**src/rtl/frame_lmfc_sysref_gen.sv**
```systemverilog
// Frame / LMFC phase generator for the JESD204B link layer.
// Programmable frame period and multiframe length, with Subclass-1 SYSREF
// alignment (programmable delay, one-shot or continuous acceptance).
module frame_lmfc_sysref_gen #(
  parameter int F_W   = 4,
  parameter int K_W   = 5,
  parameter int DLY_W = 4
) (
  input  logic             clk,
  input  logic             rst,
  input  logic [F_W-1:0]   i_F_m1,
  input  logic [K_W-1:0]   i_K_m1,
  input  logic             i_sysref,
  input  logic [1:0]       i_sysref_mode,
  input  logic [DLY_W-1:0] i_sysref_dly,
  input  logic             i_arm,
  output logic [F_W-1:0]   o_clk_cnt,
  output logic [K_W-1:0]   o_frame_cnt,
  output logic             o_frame_tick,
  output logic             o_lmfc_tick,
  output logic             o_aligned,
  output logic             o_realign
);

  typedef enum logic {ST_IDLE = 1'b0, ST_WAIT = 1'b1} state_t;

  state_t           state, state_nxt;
  logic [DLY_W-1:0] dly_cnt, dly_nxt;
  logic             sysref_q, armed;
  logic             sr_edge, m_one, m_cont, align_now, disarm;
  logic             clk_wrap;
  logic [F_W-1:0]   clk_free;
  logic [K_W-1:0]   frame_free;

  // Next free-running phase; >= makes a shrunk period wrap on the next cycle.
  always_comb begin
    clk_wrap   = (o_clk_cnt >= i_F_m1);
    clk_free   = clk_wrap ? '0 : o_clk_cnt + 1'b1;
    frame_free = o_frame_cnt;
    if (clk_wrap)
      frame_free = (o_frame_cnt >= i_K_m1) ? '0 : o_frame_cnt + 1'b1;
  end

  assign sr_edge = i_sysref & ~sysref_q;
  assign m_one   = (i_sysref_mode == 2'd1);
  assign m_cont  = (i_sysref_mode == 2'd2);

  // Ticks decode the current phase; held low while in reset.
  assign o_frame_tick = ~rst & (o_clk_cnt == '0);
  assign o_lmfc_tick  = ~rst & (o_clk_cnt == '0) & (o_frame_cnt == '0);

  // Delay FSM: decides in which cycle the counters get forced to zero.
  always_comb begin
    state_nxt = state;
    dly_nxt   = dly_cnt;
    align_now = 1'b0;
    disarm    = 1'b0;
    case (state)
      ST_IDLE: begin
        if (sr_edge && (m_cont || (m_one && armed))) begin
          disarm = m_one;
          if (i_sysref_dly == '0) begin
            align_now = 1'b1;
          end else begin
            dly_nxt   = i_sysref_dly - 1'b1;
            state_nxt = ST_WAIT;
          end
        end
      end
      ST_WAIT: begin
        if (!m_one && !m_cont) begin
          // Ignore mode drops any pending alignment.
          state_nxt = ST_IDLE;
          dly_nxt   = '0;
        end else if (m_cont && sr_edge) begin
          // Continuous mode: a fresh edge restarts the delay.
          if (i_sysref_dly == '0) begin
            align_now = 1'b1;
            state_nxt = ST_IDLE;
            dly_nxt   = '0;
          end else begin
            dly_nxt = i_sysref_dly - 1'b1;
          end
        end else if (dly_cnt == '0) begin
          align_now = 1'b1;
          state_nxt = ST_IDLE;
        end else begin
          dly_nxt = dly_cnt - 1'b1;
        end
      end
      default: begin
        state_nxt = ST_IDLE;
        dly_nxt   = '0;
      end
    endcase
  end

  // FSM state, delay counter and SYSREF edge history.
  always_ff @(posedge clk) begin
    if (rst) begin
      state    <= ST_IDLE;
      dly_cnt  <= '0;
      sysref_q <= 1'b0;
    end else begin
      state    <= state_nxt;
      dly_cnt  <= dly_nxt;
      sysref_q <= i_sysref;
    end
  end

  // Phase counters: free-run, or snap to zero on an alignment decision.
  always_ff @(posedge clk) begin
    if (rst || align_now) begin
      o_clk_cnt   <= '0;
      o_frame_cnt <= '0;
    end else begin
      o_clk_cnt   <= clk_free;
      o_frame_cnt <= frame_free;
    end
  end

  // Arm/aligned status; an alignment outranks a coincident arm pulse.
  always_ff @(posedge clk) begin
    if (rst) begin
      armed     <= 1'b1;
      o_aligned <= 1'b0;
      o_realign <= 1'b0;
    end else begin
      if (disarm)     armed <= 1'b0;
      else if (i_arm) armed <= 1'b1;
      if (align_now)  o_aligned <= 1'b1;
      else if (i_arm) o_aligned <= 1'b0;
      o_realign <= align_now && ((clk_free != '0) || (frame_free != '0));
    end
  end

endmodule

```
**config.mk**
```make
export PLATFORM = sky130hd
export DESIGN_NAME = frame_lmfc_sysref_gen
export DESIGN_NICKNAME = d
export VERILOG_FILES = /design/src/rtl/frame_lmfc_sysref_gen.sv
export SDC_FILE = /design/constraint.sdc
export NUM_CORES = 1
export LEC_CHECK = 0
export CAP_MARGIN = 25
export CORE_MARGIN = 2
export CORE_UTILIZATION = 30
export CTS_BUF_LIST = sky130_fd_sc_hd__clkbuf_2
export DETAILED_ROUTE_END_ITERATION = 6
export SYNTH_ARGS = -nofsm -noshare
export SYNTH_HDL_FRONTEND = slang
export SYNTH_SLANG_ARGS = --single-unit
```
**constraint.sdc**
```tcl
create_clock -name clk -period 3.1 [get_ports clk]
set_clock_uncertainty 0.1 [all_clocks]
set_input_delay 0.62 -clock clk [delete_from_list [all_inputs] [get_ports clk]]
set_output_delay 0.62 -clock clk [all_outputs]
set_load 0.05 [all_outputs]
```
Yosys cells after proc, flatten, opt, wreduce, memory -nomap -nowiden
Cells that the tools add are included.
{"block": "word_totals", "register_bits": 18, "inputBits": 19, "output_inout_bits": 13, "wordCells": 72}
{"block": "op_classes", "n_addsub": 4, "n_lt_le_gt_ge": 2, "n_eq_ne": 5, "mux": 28, "bitwise": 6, "reduce_logical": 19}
{"cell": "$mux 4", "n": 7}
{"cell": "$mux 1", "n": 16}
{"cell": "$logic_not 4->1", "n": 3}
{"cell": "$mux 5", "n": 2}
{"cell": "$pmux 4 s2", "n": 1}
{"cell": "$sub 4x1->4 const B", "n": 2}
{"cell": "$add 5x1->5 const B", "n": 1}
{"cell": "$ge 5x5->1", "n": 1}
{"cell": "$logic_and 1x1->1", "n": 5}
{"cell": "$logic_not 5->1", "n": 1}
{"cell": "$reduce_bool 5->1", "n": 1}
{"cell": "$add 4x1->4 const B", "n": 1}
{"cell": "$ge 4x4->1", "n": 1}
{"cell": "$ne 2x2->1 const B", "n": 2}
{"cell": "$ne 4x4->1 const B", "n": 1}
{"cell": "$pmux 1 s2", "n": 2}
{"cell": "$reduce_bool 2->1", "n": 2}
{"cell": "$reduce_bool 4->1", "n": 1}
{"cell": "$and 1x1->1", "n": 3}
{"cell": "$logic_or 1x1->1", "n": 3}
{"cell": "$not 1->1", "n": 3}
{"cell": "$reduce_and 3->1", "n": 1}
{"cell": "$eq 2x1->1 const B", "n": 1}
{"cell": "$eq 2x2->1 const B", "n": 1}
{"cell": "$logic_not 1->1", "n": 2}

Logic depth before layout (Yosys ltp)
Gate-level depths: netlist of the first run.
{"block": "depth", "word_depth": 7, "mapped_depth": 8, "ltp_nobuf": 7}

Worst setup path before layout of the first run
OpenSTA, ideal clock, no wires.
{"block": "synth_timing", "kind": "register to output", "start": "reg o_clk_cnt[0]", "end": "out o_lmfc_tick", "arrival_time_ns": 3.133, "t_required_ns": 2.380, "setup_slack_ns": -0.753, "stages_incl_launch_ff": 5, "path_buffers": 0, "path_cell_list": "dfxtp_1 -> inv_1 -> ha_1 -> nor4b_1 -> and3_1"}
{"block": "synth_between", "elab_chain_len": 3}
{"element": "start: declaration", "line_no": "17", "text": "output logic [F_W-1:0] o_clk_cnt,"}
{"element": "start signal: assignment", "line_no": "117", "text": "o_clk_cnt <= clk_free;"}
{"element": "$logic_not 4->1"}
{"element": "$and 1x1->1"}
{"element": "net o_frame_tick", "line_no": "19", "text": "output logic o_frame_tick,"}
{"element": "$and 1x1->1", "line_no": "50", "text": "assign o_lmfc_tick = ~rst & (o_clk_cnt == '0) & (o_frame_cnt == '0);"}
{"element": "end: declaration", "line_no": "20", "text": "output logic o_lmfc_tick,"}
The timed path passes the listed nets, and every way through them passes these cells.

Final worst setup path of the first run
{"block": "layout_timing", "start": "in rst", "end": "out o_lmfc_tick"}
{"block": "layout_between", "elab_chain_len": 3}
{"element": "start: declaration", "line_no": "10", "text": "input logic rst,"}
{"element": "$not 1->1", "line_no": "50"}
{"element": "$and 1x1->1 (2 in series)", "line_no": "50"}
Every way passes these cells.

==> run metrics, run 1 <==
RSZ-0062 raised after global routing no; most frequent cells in the layout clkdlybuf4s50_1 (29), inv_1 (18), dfxtp_1 (18); Detailed Route Iter0 Violations 50; Tmin final 2.611 ns; count of cell types in the netlist 38; GRT overflow 0; I/O pin total 32; Max VDD drop ~0.00010 V; Data required, critical path between 2 and 2.5 ns; Final TNS setup 0 ns; max_cap viols 0; first-pass GRT wire length 5264 microns; fillers 449; Residual DRC 0; cts repair resizes 0; Synth Instances 173; CTS buffer count 3; Slew Viols, Final 0; fin crit share 84.23%; routability cong. 0.8333; predominant post-synthesis flop cell dfxtp_1; crit-path max FO 2; clock sinks 18; die width approximately 71 microns; layout cells sized above 1 6.863%; vias post-DR 1264; CP bufs+invs 2; height of the die slightly above 70 microns; Placeable Area 4354 sq um; initial core utilization 30.95%; crit-path leading delay family simple AND/OR/NAND/NOR gates; Reg area 360.3 sq um; Setup Crit Path Kind input port to output pin; YS warnings 0; CTS tree built; FFs w/ async S/R, synth 0%; vias in the first global route between 1000 and 1500; CTS clk-pin slew, worst paths 0.16 ns; endpoints failing setup 0; Detail Placement HPWL 2378 microns; Cell Pwr Density between 300 and 400 nW/um^2; Area contributors post-synth dfxtp_1 (27%), ha_1 (16%), a21oi_1 (5.2%); Routed WL 2932 microns; CP max stage cell clkdlybuf4s50_1; cell breakdown of the critical path clkdlybuf4s50_1 -> nor4b_2 -> and3_1 -> buf_12; DR pass1 iterations 4; Cell Rows 24; Die ar. between 5000 and 6000 sq um; Relative slew margins between 60% and 70%; Crit path largest cell delay 0.45 ns; Final Util 40.43%; Final #Nets 242; Worst EP arrival between 1.5 and 2 ns; Ant. Diodes 0; Total GRT Usage roughly 13%; top-area cell type share of the netlist area 26.74%; maximum operating frequency between 300 and 400 MHz; Hold Path Class register to register; synthesized cell area 1348 sq um; Post-synth EDFFs 0; CTS max path bufs 2; commonest non-fill, non-tap cell in the layout clkdlybuf4s50_1; crit start category input port; Pleak around 0.72 nW; Multi-input gate area around 910 sq um; post-DR vias/cell 4.938; Root Driver clkbuf_2; Syn-to-layout area delta 30.64%; Avg Cell Area, Syn roughly 7.8 sq um; setup repair bufs after CTS 0; wire length per cell 11.45 microns; initial antenna violation count 0; # hold bufs at CTS 0; sequential area share after synthesis a little over a quarter; Worst-Skew Late Latency 0.28 ns; largest area contributor in the netlist dfxtp_1; Final Hold Vio Count 0; Crit. End Element output pin; status finished, final reports clean; Synth Register Bits 18; Synth Net Count approximately 210; htree depth 1; largest net degree at the start of global routing 12; PortBufs 31; Least-Margin Pin Slew 0.5046 ns; antenna violation net count after detailed routing 0
-- worst paths after layout --
| kind | startpoint | to | slack [ns] | depth (start not counted) |
|---|---|---|---|---|
| worst max-delay path | rst | o_lmfc_tick | 0.49 | 4 |
| worst max register to register | o_clk_cnt[0]$_SDFF_PP0_ | o_realign$_SDFF_PP0_ | 0.85 | 7 |
| worst min-delay path | o_aligned$_SDFFE_PP0P_ | o_aligned$_SDFFE_PP0P_ | 0.39 | 2 |
| worst min register to register | o_aligned$_SDFFE_PP0P_ | o_aligned$_SDFFE_PP0P_ | 0.39 | 2 |
-- flip-flops by register name, summed over array words and instances, names as in the netlist --
name and cells:
o_frame_cnt 5, dly_cnt 4, o_clk_cnt 4, armed 1
o_aligned 1, o_realign 1, state 1, sysref_q 1
-- cells by family (layout without fill, tap and decap cells) --
| logic type | Yosys count | after routing | share of synthesized area (%) |
|---|---|---|---|
| adder cells (fa/ha/maj) | 17 | 17 | 15.78 |
| XOR/XNOR | 6 | 6 | 3.900 |
| AND/OR/NAND/NOR | 69 | 69 | 27.11 |
| buffers and inverters | 23 | 54 | 6.406 |
| AO/OA/AOI/OAI | 40 | 40 | 20.06 |
| flip-flops | 18 | 18 | 26.74 |
-- cell usage after synthesis, types with 2 or more instances --
| cell | n |
|---|---|
| nand3_1 | 11 |
| inv_1 | 18 |
| a31oi_1 | 5 |
| xor2_1 | 2 |
| nor3_1 | 6 |
| nor2b_1 | 3 |
| ha_1 | 17 |
| or2_2 | 3 |
| a211oi_1 | 3 |
| a21oi_1 | 14 |
| and3_1 | 2 |
| nand2b_1 | 6 |
| clkbuf_1 | 5 |
| nor2_1 | 14 |
| nand2_1 | 11 |
| o21ai_0 | 4 |
| nor4_1 | 2 |
| dfxtp_1 | 18 |
| nor3b_1 | 2 |
| nand3b_1 | 2 |
| or3_1 | 3 |
| a22oi_1 | 2 |
| o32a_1 | 2 |
| xnor2_1 | 4 |
-- layer usage --
layer / GRT usage, % / part of all wire [%] / up-vias
li1: - / - / 680
met1: 16.57 / 50 / 552
met2: 20.46 / 44 / 30
met3: 2.279 / 5.4 / 2
met4: 4.403 / 0.75 / 0
met5: 0 / 0 / -
-- report_power, final --
part	internal, W	switching (W)	total (W)
sequential	0.000246	0.0000193	0.000265
combinational	0.000114	0.000128	0.000242
clock	0.0000264	0.0000632	0.0000896
total	0.000387	0.000210	0.000597
-- layout make-up --
cell class	instances	area share, %
sequential	18	20.47
timing repair buffer	33	19.62
multi-input combinational	132	51.53
tap	52	3.696
inverter	18	3.838
clock buffer	3	0.8529
-- per-stage QoR --
step                instance area (sq um)  total power [W]  worst slack [ns]  hold WS [ns]  cells
global route                         1760        0.0006429            0.4002        0.4206    256
floorplan                            1354        0.0004226           0.04520        0.3644    173
detailed placement                   1745        0.0005139            0.2977        0.3712    253
CTS                                  1760        0.0006106            0.4718        0.3923    256
finish                               1760        0.0005967            0.4890        0.3873    256
global placement                     1745        0.0005111            0.3274        0.3659    253
-- worst register-to-register path: cells and delay by family (launching register included) --
family / cells / cell delay (ns)
buffers and inverters: 1 / 0.12
DFF: 1 / 0.44
and+or+nand+nor: 2 / 0.36
AOI/OAI and AO/OA: 3 / 0.89
adders and majority gates: 1 / 0.28
No activity file was read; power rests on OpenSTA's default activity.
==> run 2, diff against run 1 <==
- clock period: 3.1 -> 2.3 ns (I/O delays scaled with it)
==> run 2 against run 1 <==
Compared with the run above: setup slack got worse by 0.37 ns; hold slack lost 0.028 ns; register-to-register slack got worse by 0.63 ns; flip-flop and latch count did not move; first-iteration DRC count up 38%; critical path depth decreased by 3; critical endpoint is now o_frame_cnt[0].
==> run metrics, run 2 (synthesis gave the netlist of run 1 again) <==
met3 wire length 162 microns (+2.5%); Psw 0.0002922 W (+39%); switching part of the total 34.87% (-0.33 points); Data required, critical path 1.74 ns (-0.64 ns); Final Hold Vio Count 0 (unchanged); largest register by flop count o_frame_cnt; RSZ-0062 raised after global routing yes; Total GRT Usage 13.23% (+0.70 points); setup repair bufs after CTS 0 (unchanged); Crit. End Element output pin; biggest registers after layout o_frame_cnt: 5 flops, dly_cnt: 4 flops, o_clk_cnt: 4 flops; CP bufs+invs 1 (-1); DR pass1 iterations 4 (unchanged); CP max stage cell clkdlybuf4s50_1; vias in the first global route 1297 (+3.6%); Relative slew margins 66.01% (-0.27 points); # hold bufs at CTS 0 (unchanged); DP Worst Slack -0.2138 ns (-0.5115 ns); fillers 457 (+1.8%); Die ar. 5044 sq um (unchanged); Ant. Diodes 0 (unchanged); vias post-DR 1364 (+7.9%); most frequent cells in the layout clkdlybuf4s50_1 (25), inv_1 (18), buf_4 (18); die width 71.02 microns (unchanged); layout cells sized above 1 14.55% (+7.7 points); Highest Signal Layer met4; cts repair resizes 0 (unchanged); Post-Layout Cell Count 272 (+6.3%); Tmin final 2.182 ns; Setup Crit Path Kind register to output pin; Routed WL 3084 microns (+5.2%); power share of the clock group 15.0% (about the same); CTS tree built; Detail Placement HPWL 2461 microns (+3.5%); first-pass GRT wire length 5568 microns (+5.8%); Worst-Skew Late Latency 0.28 ns (about the same); cell breakdown of the critical path clkdlybuf4s50_1; initial core utilization 30.95% (unchanged); metal2 WL 1397 microns (+9.1%); met1 WL 1505 microns (+2.5%); total power 0.0008379 W (+40%); fin area 1903 sq um (+8.1%); maximum operating frequency 458.2 MHz; crit start category register; Int Power 0.0005457 W (+41%); CTS max path bufs 2 (unchanged); Placed Cells 269 (+6.3%); Post-DP Area 1877 sq um (+7.5%); Comb pwr share 42.4% (+1.9 points); crit-path max FO 7 (+5); Max VDD drop 0.0001856 V (+81%); Final Hold Slack 0.3594 ns (-0.02787 ns); Root Driver clkbuf_2; Largest register FFs 5 (unchanged); htree depth 1 (unchanged); fin crit share roughly 95%; Cell Pwr Density 440.3 nW/um^2 (+30%); Crit path largest cell delay 0.85 ns (+0.40 ns); Worst EP arrival 1.62 ns (-0.27 ns); Detailed Route Iter0 Violations 69 (+38%); Least-Margin Pin Slew 0.5090 ns (+0.004351 ns); largest net degree at the start of global routing 12 (unchanged); antenna violation net count after detailed routing 0 (unchanged); post-DR vias/cell 5.015 (+1.6%); max_cap viols 0 (unchanged); height of the die 71.02 microns (unchanged); final setup margin 0.1177 ns (-0.3713 ns); status finished, final reports clean; I/O pin total 32 (unchanged); commonest non-fill, non-tap cell in the layout clkdlybuf4s50_1; PortBufs 31 (unchanged); initial antenna violation count 0 (unchanged); Syn-to-layout area delta 41.23%; wire length per cell 11.34 microns (-1.0%); GRT overflow 0 (unchanged); Placeable Area 4354 sq um (unchanged); sequential group share of total power 42.7% (-1.8 points); crit-path leading delay family buffers and inverters; Slew Viols, Final 0 (unchanged); clock sinks 18 (unchanged); Hold Path Class register to register; Pleak 0.8809 nW (+22%); Final #Nets 258 (+6.6%); CTS clk-pin slew, worst paths 0.15 ns (about the same); endpoints failing setup 0 (unchanged); Residual DRC 0 (unchanged); routability cong. 0.7937 (-4.8%); Cell Rows 24 (unchanged); CTS buffer count 3 (unchanged)
==> run 2: power groups by stage <==
stage | Sequential (W) | Clock (W) | Combinational (W)
floorplan | 0.000395 | 0 | 0.000181
global placement | 0.000365 | 0 | 0.000353
detailed placement | 0.000365 | 0 | 0.000354
CTS | 0.000358 | 0.000139 | 0.000356
global route | 0.000363 | 0.000150 | 0.000391
finish | 0.000357 | 0.000126 | 0.000355
==> run 2: final cells by class <==
class	count	area [sq um]	area share (%)
inverter	18	67.56	3.550
multi-input combinational	132	918.4	48.26
tap	52	65.06	3.419
sequential	18	361.6	19.00
clock buffer	3	15.01	0.7890
timing repair buffer	49	475.5	24.98
==> run 2: metal layers <==
metal  vias to the layer above  GRT usage (%)
met3                         2          2.279
met4                         0          4.403
li1                        717              -
met1                       615          17.24
met5                         -              0
met2                        30          22.12
==> run 2: worst reg2reg max path, delay by kind of cell, from the launching register on <==
family,cells,cell delay [ns]
AO/OA/AOI/OAI,3,0.57
adder cells (fa/ha/maj),1,0.18
buffers and inverters,1,0.07
flip-flops,1,0.35
AND/OR/NAND/NOR,2,0.74
==> run 2: worst paths after layout <==
| kind | to | start | depth (start not counted) | slack [ns] |
|---|---|---|---|---|
| max reg2reg | dly_cnt[1]$_SDFFE_PP0P_ | dly_cnt[0]$_SDFFE_PP0P_ | 7 | 0.22 |
| min | o_clk_cnt[0]$_SDFF_PP0_ | o_clk_cnt[0]$_SDFF_PP0_ | 1 | 0.36 |
| max | o_frame_cnt[0] | o_frame_cnt[0]$_SDFF_PP0_ | 1 | 0.12 |
| min reg2reg | o_clk_cnt[0]$_SDFF_PP0_ | o_clk_cnt[0]$_SDFF_PP0_ | 1 | 0.36 |
==> run 2: through the flow <==
stage	util, %	TNS [ns]
after floorplan	-	-0.1028
after global placement	43.10	-1.910
after detailed placement	43.10	-2.304
after CTS	43.45	0
after global routing	43.71	-0.01215
final	43.71	0
==> run 3, diff against run 2 <==
==> constraint.sdc (replaced) <==
create_clock -name clk -period 2.3 [get_ports clk]
set_clock_uncertainty 0.1 [all_clocks]
set_input_delay 0.46 -clock clk [delete_from_list [all_inputs] [get_ports clk]]
set_output_delay 0.46 -clock clk [all_outputs]
set_load 0.01 [all_outputs]
==> run 3 against run 2 <==
Compared with the run above: critical path depth grew 3; die area did not move; maximum frequency fell by 1.0%; hold slack better by 0.028 ns; via count decreased by 1.9%; largest cell class unchanged.
==> run metrics, run 3 (synthesis gave the netlist of run 1 again) <==
status finished, final reports clean; Post-DP Area 1892 sq um (+0.80%); Reg area 360.3 sq um (-0.35%); Max VDD drop 0.0001351 V (-27%); initial antenna violation count 0 (unchanged); Cell Pwr Density 405.5 nW/um^2 (-7.9%); CP max stage cell clkdlybuf4s50_1; hold path endpoint o_aligned$_SDFFE_PP0P_; Residual DRC 0 (unchanged); Post-Layout Cell Count 280 (+2.9%); initial core utilization 30.95% (unchanged); max_cap viols 0 (unchanged); met3 wire length 170 microns (+4.9%); endpoints failing setup 0 (unchanged); switching part of the total 31.12% (-3.8 points); fin crit share 95.88% (+0.99 points); Pleak 0.8356 nW (-5.1%); Die ar. 5044 sq um (unchanged); routability cong. 0.8878 (+12%); r2r startpoint dly_cnt[0]$_SDFFE_PP0P_; Detail Placement HPWL 2464 microns (+0.13%); Critical R2R Capture dly_cnt[1]$_SDFFE_PP0P_; Final Hold Vio Count 0 (unchanged); Final Hold Slack 0.3873 ns (+0.02783 ns); Detailed Route Iter0 Violations 81 (+17%); Syn-to-layout area delta 42.15%; clock sinks 18 (unchanged); Comb pwr share 38.3% (-4.1 points); # hold bufs at CTS 0 (unchanged); commonest non-fill, non-tap cell in the layout clkdlybuf4s50_1; Worst EP arrival 1.65 ns (+0.03 ns); post-DR vias/cell 4.779 (-4.7%); Hold Path Class register to register; RSZ-0062 raised after global routing yes; Cell Rows 24 (unchanged); GRT overflow 0 (unchanged); Largest register FFs 5 (unchanged); CTS tree built; setup repair bufs after CTS 0 (unchanged); fin area 1916 sq um (+0.66%); fillers 470 (+2.8%); Highest Signal Layer met4; Data required, critical path 1.74 ns (about the same); cell breakdown of the critical path clkdlybuf4s50_1 -> nor4b_2 -> and3_1 -> dlygate4sd2_1; CTS clk-pin slew, worst paths 0.18 ns (+0.03 ns); Routed WL 3034 microns (-1.6%); Tmin final 2.205 ns (+0.02283 ns); sequential group share of total power 44.7% (+2.0 points); Worst-Skew Late Latency 0.30 ns (+0.02 ns); met1 WL 1556 microns (+3.4%); Setup Crit Path Kind input port to output pin; Root Driver clkbuf_2; vias post-DR 1338 (-1.9%); Final Util 43.99% (+0.29 points); Placeable Area 4354 sq um (unchanged); largest net degree at the start of global routing 12 (unchanged); most frequent cells in the layout clkdlybuf4s50_1 (29), buf_4 (25), inv_1 (18), dfxtp_1 (18), ha_1 (17); metal2 WL 1296 microns (-7.2%); height of the die 71.02 microns (unchanged); I/O pin total 32 (unchanged); antenna violation net count after detailed routing 0 (unchanged); PortBufs 31 (unchanged); htree depth 1 (unchanged); wire length per cell 10.84 microns (-4.4%); hold path depth 2 (+1); crit start category input port; power share of the clock group 17.0% (+2.0 points); Ant. Diodes 0 (unchanged); CTS buffer count 3 (unchanged); CTS max path bufs 2 (unchanged); r2r setup slk 0.24 ns (+0.02 ns); Total GRT Usage 12.82% (-0.41 points); Slew Viols, Final 0 (unchanged); Crit path largest cell delay 0.45 ns (-0.40 ns); die width 71.02 microns (unchanged); biggest registers after layout o_frame_cnt: 5 flops, dly_cnt: 4 flops, o_clk_cnt: 4 flops; R2R cell count 7 (unchanged); crit-path max FO 2 (-5); Least-Margin Pin Slew 0.4242 ns (-0.08482 ns); maximum operating frequency 453.5 MHz (-1.0%); first-pass GRT wire length 5375 microns (-3.5%); Hold Path Origin o_aligned$_SDFFE_PP0P_; Int Power 0.0005351 W (-1.9%); Multi-input gate area 908.4 sq um (-1.1%); vias in the first global route 1229 (-5.2%); DR pass1 iterations 4 (unchanged); layout cells sized above 1 15.35% (+0.81 points); Crit. End Element output pin; Psw 0.0002418 W (-17%); Final #Nets 265 (+2.7%); largest register by flop count o_frame_cnt; Relative slew margins 71.64% (+5.6 points); Placed Cells 276 (+2.6%)
## run 3: cell count changes in the layout (fill, tap and decap cells not counted), sizes merged
cell	delta
buf	+5
clkdlybuf4s50	+4
clkinv	+1
dlygate4sd2	+2
dlymetal6s2s	-4
## run 3: layout make-up
cell class	count	area share, %
tap	52	3.396
inverter	18	3.527
clock inverter	1	0.1960
multi-input combinational	132	47.42
timing repair buffer	56	25.87
clock buffer	3	0.7838
sequential	18	18.81
## run 3: power groups by stage
stage          combinational [W]  clock [W]  sequential [W]
3_5_place_dp            0.000302          0        0.000354
2_1_floorplan           0.000155          0        0.000362
4_1_cts                 0.000300   0.000146        0.000347
6_report                0.000298   0.000132        0.000347
5_1_grt                 0.000336   0.000159        0.000351
3_3_place_gp            0.000300          0        0.000354
## run 3: critical path, delay by kind of cell
family | cells | cell delay (ns)
simple gates | 2 | 0.48
buf+inv | 2 | 0.71
## run 3: stage by stage
step | TNS, ns | total power, W | worst slack (ns)
finish | 0 | 0.0007769 | 0.09485
global route | -0.007214 | 0.0008451 | -0.007214
CTS | 0 | 0.0007935 | 0.07483
detailed placement | -3.271 | 0.0006559 | -0.2993
global placement | -2.427 | 0.0006542 | -0.2093
floorplan | 0 | 0.0005166 | 0.1766
## run 3: worst max path at each step
| stage | startpoint | end | slack (ns) | cells past startpoint |
|---|---|---|---|---|
| 2_1_floorplan | o_clk_cnt[0]$_SDFF_PP0_ | o_realign$_SDFF_PP0_ | 0.18 | 7 |
| 3_3_place_gp | i_F_m1[0] | o_realign$_SDFF_PP0_ | -0.21 | 7 |
| 3_5_place_dp | i_F_m1[0] | o_realign$_SDFF_PP0_ | -0.30 | 7 |
| 4_1_cts | i_F_m1[0] | o_realign$_SDFF_PP0_ | 0.07 | 7 |
| 5_1_grt | i_sysref_mode[0] | o_clk_cnt[0]$_SDFF_PP0_ | -0.007 | 9 |
| 6_report | rst | o_lmfc_tick | 0.09 | 4 |
## run 3: repair_timing
item	CTS	global route
setup endpoints to repair	2	8
hold endpoints to repair	0	0
gates resized for setup	3	1
pin swaps	1	0
## run 3: routing by layer
metal / up-vias / GRT usage (%)
li1: 728 / -
met1: 572 / 18.28
met2: 36 / 20.25
met3: 2 / 1.994
met4: 0 / 3.145
met5: - / 0
